$ cat src/rtl/uart_tx_fifo.sv
// uart_tx_fifo: UART transmitter with an integrated TX FIFO, baud divider and configurable frame format.
module uart_tx_fifo #(
  parameter int DATA_W       = 8,
  parameter int CLKS_PER_BIT = 16,
  parameter int PARITY       = 0,
  parameter int STOP_BITS    = 1,
  parameter int FIFO_DEPTH   = 4
) (
  input  logic                          clk,
  input  logic                          rst,
  input  logic [DATA_W-1:0]             tx_data,
  input  logic                          tx_valid,
  output logic                          tx_ready,
  output logic                          txd,
  output logic                          busy,
  output logic [$clog2(FIFO_DEPTH):0]   fifo_level
);
  localparam int BW = $clog2(CLKS_PER_BIT);
  localparam int NW = $clog2(DATA_W + 1);
  localparam int PW = $clog2(FIFO_DEPTH);
  localparam int LW = PW + 1;
  typedef enum logic [2:0] {IDLE, START, DATA, PAR, STOP} state_t;
  state_t            state_q, state_d;
  logic [BW-1:0]     baud_q, baud_d;
  logic [NW-1:0]     bit_q, bit_d;
  logic [DATA_W-1:0] shift_q, shift_d;
  logic              par_q, par_d, txd_q, txd_d, busy_q, busy_d;
  logic [DATA_W-1:0] mem_q [FIFO_DEPTH];
  logic [PW-1:0]     wr_q, wr_d, rd_q, rd_d;
  logic [LW-1:0]     level_q, level_d;
  logic              push, pop, bit_end, empty;
  logic [DATA_W-1:0] head;
  assign head       = mem_q[rd_q];
  assign empty      = level_q == '0;
  assign tx_ready   = level_q != LW'(FIFO_DEPTH);
  assign push       = tx_valid && tx_ready;
  assign bit_end    = baud_q == BW'(CLKS_PER_BIT - 1);
  assign txd        = txd_q;
  assign busy       = busy_q;
  assign fifo_level = level_q;
  always_comb begin
    state_d = state_q;
    baud_d  = (state_q == IDLE || bit_end) ? '0 : baud_q + 1'b1;
    bit_d   = bit_q;
    shift_d = shift_q;
    par_d   = par_q;
    txd_d   = txd_q;
    pop     = 1'b0;
    case (state_q)
      IDLE:  pop = !empty;
      START: if (bit_end) begin
        state_d = DATA;
        txd_d   = shift_q[0];
        shift_d = shift_q >> 1;
      end
      DATA: if (bit_end) begin
        if (bit_q == NW'(DATA_W - 1)) begin
          state_d = (PARITY != 0) ? PAR : STOP;
          txd_d   = (PARITY != 0) ? par_q : 1'b1;
          bit_d   = '0;
        end else begin
          bit_d   = bit_q + 1'b1;
          txd_d   = shift_q[0];
          shift_d = shift_q >> 1;
        end
      end
      PAR: if (bit_end) begin
        state_d = STOP;
        txd_d   = 1'b1;
      end
      STOP: if (bit_end) begin
        if (bit_q == NW'(STOP_BITS - 1)) begin
          state_d = IDLE;
          txd_d   = 1'b1;
          bit_d   = '0;
          pop     = !empty;
        end else
          bit_d = bit_q + 1'b1;
      end
      default: state_d = IDLE;
    endcase
    // A pop always launches a new frame, from IDLE or straight out of STOP
    if (pop) begin
      state_d = START;
      shift_d = head;
      par_d   = (^head) ^ (PARITY == 2);
      txd_d   = 1'b0;
      baud_d  = '0;
      bit_d   = '0;
    end
    busy_d  = state_d != IDLE;
    wr_d    = wr_q + PW'(push);
    rd_d    = rd_q + PW'(pop);
    level_d = level_q + LW'(push) - LW'(pop);
  end
  always_ff @(posedge clk) begin
    if (rst) begin
      state_q <= IDLE;
      baud_q  <= '0;
      bit_q   <= '0;
      shift_q <= '0;
      par_q   <= 1'b0;
      txd_q   <= 1'b1;
      busy_q  <= 1'b0;
      wr_q    <= '0;
      rd_q    <= '0;
      level_q <= '0;
    end else begin
      state_q <= state_d;
      baud_q  <= baud_d;
      bit_q   <= bit_d;
      shift_q <= shift_d;
      par_q   <= par_d;
      txd_q   <= txd_d;
      busy_q  <= busy_d;
      wr_q    <= wr_d;
      rd_q    <= rd_d;
      level_q <= level_d;
      if (push) mem_q[wr_q] <= tx_data;
    end
  end
endmodule

$ cat config.mk
export PLATFORM = sky130hd
export DESIGN_NAME = uart_tx_fifo
export DESIGN_NICKNAME = d
export VERILOG_FILES = /design/src/rtl/uart_tx_fifo.sv
export SDC_FILE = /design/constraint.sdc
export NUM_CORES = 1
export LEC_CHECK = 0
export CORE_MARGIN = 2
export CORE_UTILIZATION = 32
export CTS_BUF_LIST = sky130_fd_sc_hd__clkbuf_4
export DETAILED_ROUTE_END_ITERATION = 10
export PLACE_DENSITY = 0.55
export SLEW_MARGIN = 0
export SYNTH_ARGS = -nofsm -noshare
export SYNTH_HDL_FRONTEND = slang
export SYNTH_SLANG_ARGS = --single-unit
$ cat constraint.sdc
create_clock -name clk -period 3.35 [get_ports clk]
set_input_delay 0.67 -clock clk [delete_from_list [all_inputs] [get_ports clk]]
set_output_delay 0.67 -clock clk [all_outputs]
set_load 0.02 [all_outputs]
==> results of run 1 <==
-- layout make-up --
class / instances / area (µm²)
clock inverters: 7 / 51.3
well taps: 102 / 128
flip-flops and latches: 60 / 1520
clock buffers: 9 / 67.6
inverters: 7 / 26.3
fillers: 777 / 4780
repair buffers: 23 / 213
multi-input cells: 122 / 983
-- power breakdown --
| part | internal, µW | switching (µW) | total, µW |
|---|---|---|---|
| combinational | 322 | 284 | 606 |
| clock | 154 | 282 | 436 |
| sequential | 891 | 109 | 1000 |
| total | 1370 | 675 | 2040 |
-- cell families after synthesis --
group / count (synthesis) / synth area share, %
AO/OA/AOI/OAI: 33 / 8.95
multiplexers: 18 / 10.8
adder cells (fa/ha/maj): 6 / 3.19
buffers and inverters: 20 / 3.43
XOR/XNOR: 7 / 2.37
flip-flops: 60 / 58.8
AND/OR/NAND/NOR: 58 / 12.4
-- stage by stage --
step / cells / power, µW / hold WS [ps] / setup slack, ps / util [%]
2_1_floorplan: 202 / 1440 / 418 / 849 / -
4_1_cts: 330 / 2080 / 469 / 834 / 38.5
6_report: 330 / 2040 / 459 / 861 / 38.5
3_5_place_dp: 314 / 1630 / 451 / 823 / 37.0
5_1_grt: 330 / 2200 / 487 / 654 / 38.5
3_3_place_gp: 314 / 1630 / 432 / 852 / 37.0
-- per-layer routing --
| metal | share of wire (%) | vias to the layer above | routed length (µm) | GRT usage [%] |
|---|---|---|---|---|
| met5 | 0 | - | 0 | 0 |
| met3 | 3.3 | 8 | 147 | 3.21 |
| met4 | 1.9 | 0 | 86 | 5.43 |
| li1 | - | 809 | - | - |
| met2 | 47 | 24 | 2100 | 17.6 |
| met1 | 48 | 798 | 2130 | 14.9 |
-- state kept, by name, summed over array words and instances, names as in the netlist --
register	cells
state_q	3
shift_q	8
mem_q	32
rd_q	2
fifo_level	3
txd	1
baud_q	4
bit_q	4
wr_q	2
busy	1
-- layout by cell type, fill, tap and decap left out, types with 2 or more instances in the layout --
master	instances
a211oi_1	8
a21oi_1	5
a31oi_1	2
and3_1	2
buf_4	7
clkbuf_4	9
clkdlybuf4s50_1	16
clkinv_2	2
clkinv_4	2
clkinvlp_4	2
dfxtp_1	28
edfxtp_1	32
ha_1	5
inv_1	7
mux2i_1	10
mux4_2	8
nand2_1	8
nand3_1	5
nand4b_1	2
nor2_1	11
nor2b_1	3
nor3_1	11
nor4b_1	2
o21ai_0	5
o21bai_1	3
or3_1	4
or3b_2	3
xnor2_1	6
-- worst register-to-register path, cell delays in order, from the launching register on --
cell and delay, ps:
dfxtp_1 360, inv_1 70, ha_1 170, nor3b_1 320, a21boi_1 140, nor2_1 110
buf_4 170, xnor2_1 80, ha_1 200, fa_1 370, xnor2_1 180, xnor2_1 130
nor2_1 50
-- how the worst max path moves through the flow --
stage,cells after the start,to,from
global route,12,fifo_level[2],bit_q[0]
floorplan,11,fifo_level[2],baud_q[0]
detailed placement,8,fifo_level[2],tx_valid
finish,2,tx_ready,fifo_level[2]
CTS,2,tx_ready,fifo_level[2]
global placement,8,fifo_level[2],tx_valid
==> results.cfg, run 1 <==
[floorplanning]
fp.dieH_um = 93.9
die_area_um2 = 8820
start_util_pct = 33.3
io_pins = 17
num_rows = 32
die_x_um = 93.9
coreArea_um2 = 7770

[logic_synthesis]
yosysWarnings = 0
synthArstFlopShare_pct = 0
yosysTopAreaCell = edfxtp_1
synth_most_common_cell = edfxtp_1
synthDistinctLibCells = 46
ys_ff_latch = 60
syn_avg_cell_area_um2 = 12.8
synth.area.top_cells = edfxtp_1 (37%), dfxtp_1 (22%), mux4_2 (7.0%)
seq_area_frac_synth_pct = 58.8
netlist.area_leader.share_pct = 37.1
ys.flop_type = edfxtp_1
yosys-top-cells-count = edfxtp_1 (32), dfxtp_1 (28), nor2_1 (11), nor3_1 (11), mux2i_1 (10)
synth_edf_count = 32
synth_area_um2 = 2590
synthesis.nets = 219
syn_inst = 202

[sta]
worst_slew_pin_slew_ps = 648
fmax_mhz = 402
relSlewSlack_pct = 56.7
period_minus_slack_ps = 2490
clock_skew_ps = 15.9
drv_slew = 0
final.period_utilization_pct = 74.3
final-hold-violation-count = 0
rsz0062_at_grt = false
finalSetupTns_ps = 0
setup-violations-final = 0

[critical_path]
cp.required_ps = 2680
cpPeakStageDelay_ps = 560
critPathLaunchType = register
crit_chain = or3b_2 > clkdlybuf4s50_1
r2r_end = fifo_level[2]
crit_fanout = 4
cp-end-kind = output pin
timing.rr.start = bit_q[0]
rr_worst_depth = 12
cp_top_family = buffers and inverters
reg2reg_slack_ps = 900
worstSetupPathType = reg2out
path_buf_inv = 1
cp_slowest_cell = clkdlybuf4s50_1
worst_ep_arrival_time_ps = 1820

[drt]
wl_per_cell_um = 13.5
first_iter_violations = 72
drc_errors = 0
viasPerCell = 4.97
wirelength_mm = 4.46
vias = 1639
ant_nets = 0
firstDrtPassIters = 4

[cts]
htree_num_levels = 3
cts_tree = built
cts.clk_slew.worst_paths_ps = 120
ctsResizeCount = 0
post_cts_buffers = 0
clkLatencyLatePin_ps = 400
cts_buffers = 9
holdBufCountCts = 0
clockRootBuffer = clkbuf_4
cts_buffer_depth = 2
clock_sink_count = 60

[global_routing]
grt_start_max_net_pins = 19
track_usage_pct = 11.5
grt_pass1_wl_mm = 7.75
antenna_found_initial = 0
grt_pass1_vias = 1646
grt_overflow = 0

[finish]
finalNetCount = 240
diodes = 0
syn2layout_area_growth_pct = 15.6
final_area_um2 = 2990
drive_gt1_share_pct = 16.2

[status]
status = finished, final reports clean

[hold_path]
hold_path_end = baud_q[0]
hold_start = baud_q[0]
hold_class = reg2reg
hold_path_depth = 1

[place]
dp_hpwl_mm = 3.01
gp_congestion = 0.726
place_area_um2 = 2870
port_buffers = 16

[pwr]
ir_drop_v = 0.000308
leakagePower_uw = 0.00105
powerDensity_nw_per_um2 = 683

[run]
max_cap_violations = 0
Note: power is estimated with default switching activity, not from simulation.
==> run 2, diff against run 1 <==
--- a/config.mk
+++ b/config.mk
@@ -9,7 +9,7 @@
 export CORE_UTILIZATION = 32
 export CTS_BUF_LIST = sky130_fd_sc_hd__clkbuf_4
 export DETAILED_ROUTE_END_ITERATION = 10
-export PLACE_DENSITY = 0.55
+export PLACE_DENSITY = 0.57
 export SLEW_MARGIN = 0
 export SYNTH_ARGS = -nofsm -noshare
 export SYNTH_HDL_FRONTEND = slang
==> constraint.sdc (replaced) <==
create_clock -name clk -period 2 [get_ports clk]
set_input_delay 0.4 -clock clk [delete_from_list [all_inputs] [get_ports clk]]
set_output_delay 0.4 -clock clk [all_outputs]
set_load 0.02 [all_outputs]
==> results.cfg, run 2 (same netlist as run 1, synthesis figures left out) <==
[status]
status = finished with violations
violations = setup timing

[cts]
cts_buffers = 9
clockRootBuffer = clkbuf_4
cts_buffer_depth = 2
clkLatencyLatePin_ps = 410
cts.clk_slew.worst_paths_ps = 100
holdBufCountCts = 0
cts_tree = built
htree_num_levels = 3
clock_sink_count = 60

[global_routing]
antenna_found_initial = 0
grt_pass1_vias = 1774
track_usage_pct = 12.6
grt_overflow = 0
grt_pass1_wl_mm = 8.36
grt_start_max_net_pins = 19

[critical_path]
cpMostUsedCell = xnor2_2
r2r_end = fifo_level[2]
critPathLaunchType = register
worst_ep_arrival_time_ps = 2320
cp-end-kind = register
cp_slowest_cell = dfxtp_2
cpPeakStageDelay_ps = 350
reg2reg_slack_ps = -20
crit_fanout = 2
rr_worst_depth = 10
crit_chain = ha_4 > and3_4 > a21boi_4 > nor2_4 > xnor2_2 > ha_2 > fa_2 > xnor2_2 > xnor2_1 > nor2_1
cp.required_ps = 2300
timing.rr.start = baud_q[0]
worstSetupPathType = reg2reg

[pwr]
p_sw_uw = 1200
p_comb_share_pct = 33.4
switching_share_pct = 31.9
ir_drop_v = 0.000490
leakagePower_uw = 0.00124
seqPwrFrac_pct = 44.2
powerDensity_nw_per_um2 = 1110
intPower_uw = 2560
clkPwrFrac_pct = 22.4

[sta]
final-hold-violation-count = 0
drv_slew = 0
clock_skew_ps = 17.4
setup-violations-final = 1
worst_slew_pin_slew_ps = 653
setup_ws_ps = -16.4
rsz0062_at_grt = true
period_minus_slack_ps = 2020
relSlewSlack_pct = 56.4
fmax_mhz = 496
final.period_utilization_pct = 101

[finish]
finish.utilization_pct = 43.5
syn2layout_area_growth_pct = 30.6
layout_commonest_cell = buf_4
top_register = mem_q
largest_register_ffs = 32
drive_gt1_share_pct = 35.5
finalNonFillerCells = 361
diodes = 0
largestRegisters = mem_q x32, shift_q x8
finalNetCount = 271
final_cell_mix = buf_4 (36), edfxtp_1 (32), dfxtp_1 (23)

[drt]
viasPerCell = 4.90
drc_errors = 0
firstDrtPassIters = 4
first_iter_violations = 81
vias = 1769
ant_nets = 0
wl_per_cell_um = 13.9
wirelength_mm = 5.03

[hold_path]
hold_path_end = shift_q[7]
hold_class = reg2reg
hold_start = shift_q[7]
hold_path_depth = 2

[floorplanning]
die_x_um = 93.9
io_pins = 17
start_util_pct = 33.3
die_area_um2 = 8820
fp.dieH_um = 93.9
num_rows = 32
coreArea_um2 = 7770

[run]
max_cap_violations = 0

[place]
gp_congestion = 0.742
dp.cells = 341
port_buffers = 16
dp_hpwl_mm = 3.48
run 2: critical path, delay by kind of cell, from the launching register on:
| family | cells | cell delay (ps) |
|---|---|---|
| compound gates | 1 | 190 |
| fa+ha+maj | 3 | 680 |
| simple gates | 3 | 300 |
| xor+xnor | 3 | 420 |
| flops | 1 | 350 |
run 2: power by group through the flow:
stage | registers, µW | logic, µW | clock network, µW
2_1_floorplan | 1650 | 786 | 0
4_1_cts | 1670 | 1230 | 884
3_3_place_gp | 1690 | 1160 | 0
3_5_place_dp | 1700 | 1170 | 0
5_1_grt | 1700 | 1380 | 928
6_report | 1660 | 1250 | 841
run 2: how the worst max path moves through the flow:
| stage | from | end | cells after the start |
|---|---|---|---|
| after floorplan | baud_q[0] | fifo_level[2] | 11 |
| after global placement | bit_q[0] | fifo_level[2] | 11 |
| after detailed placement | bit_q[0] | fifo_level[2] | 11 |
| after CTS | bit_q[0] | fifo_level[2] | 11 |
| after global routing | bit_q[0] | fifo_level[2] | 11 |
| final | baud_q[0] | fifo_level[2] | 10 |
run 2: layout make-up:
| type | instances | area, µm² |
|---|---|---|
| Clock buffer | 9 | 67.6 |
| Clock inverter | 7 | 75.1 |
| Fill cell | 742 | 4390 |
| Inverter | 7 | 26.3 |
| Multi-Input combinational cell | 122 | 1100 |
| Sequential cell | 60 | 1530 |
| Tap cell | 102 | 128 |
| Timing Repair Buffer | 54 | 457 |
run 2: repair_timing:
item | in CTS | in global routing
resized for setup | 18 | 6
pin swaps | 3 | 1
gates cloned | 0 | 0
buffers inserted | 3 | 1
setup endpoints to repair | 3 | 5
run 2: routing by layer:
layer / global-route usage [%] / routed length [µm] / part of all wire [%]
met4: 3.99 / 49 / 0.97
met1: 15.2 / 2270 / 45
met3: 5.78 / 191 / 3.8
met5: 0 / 0 / 0
met2: 20.2 / 2520 / 50
run 2: per-stage QoR:
| step | cell area, µm² | setup TNS [ps] | total power, µW | hold WS [ps] | setup WS, ps |
|---|---|---|---|---|---|
| 6_report | 3380 | -16.4 | 3760 | 500 | -16.4 |
| 4_1_cts | 3360 | -38.7 | 3790 | 500 | -38.7 |
| 2_1_floorplan | 2650 | -774 | 2440 | 419 | -180 |
| 3_3_place_gp | 3140 | -79.8 | 2850 | 487 | -79.8 |
| 3_5_place_dp | 3140 | -142 | 2870 | 486 | -130 |
| 5_1_grt | 3380 | -147 | 4000 | 548 | -113 |
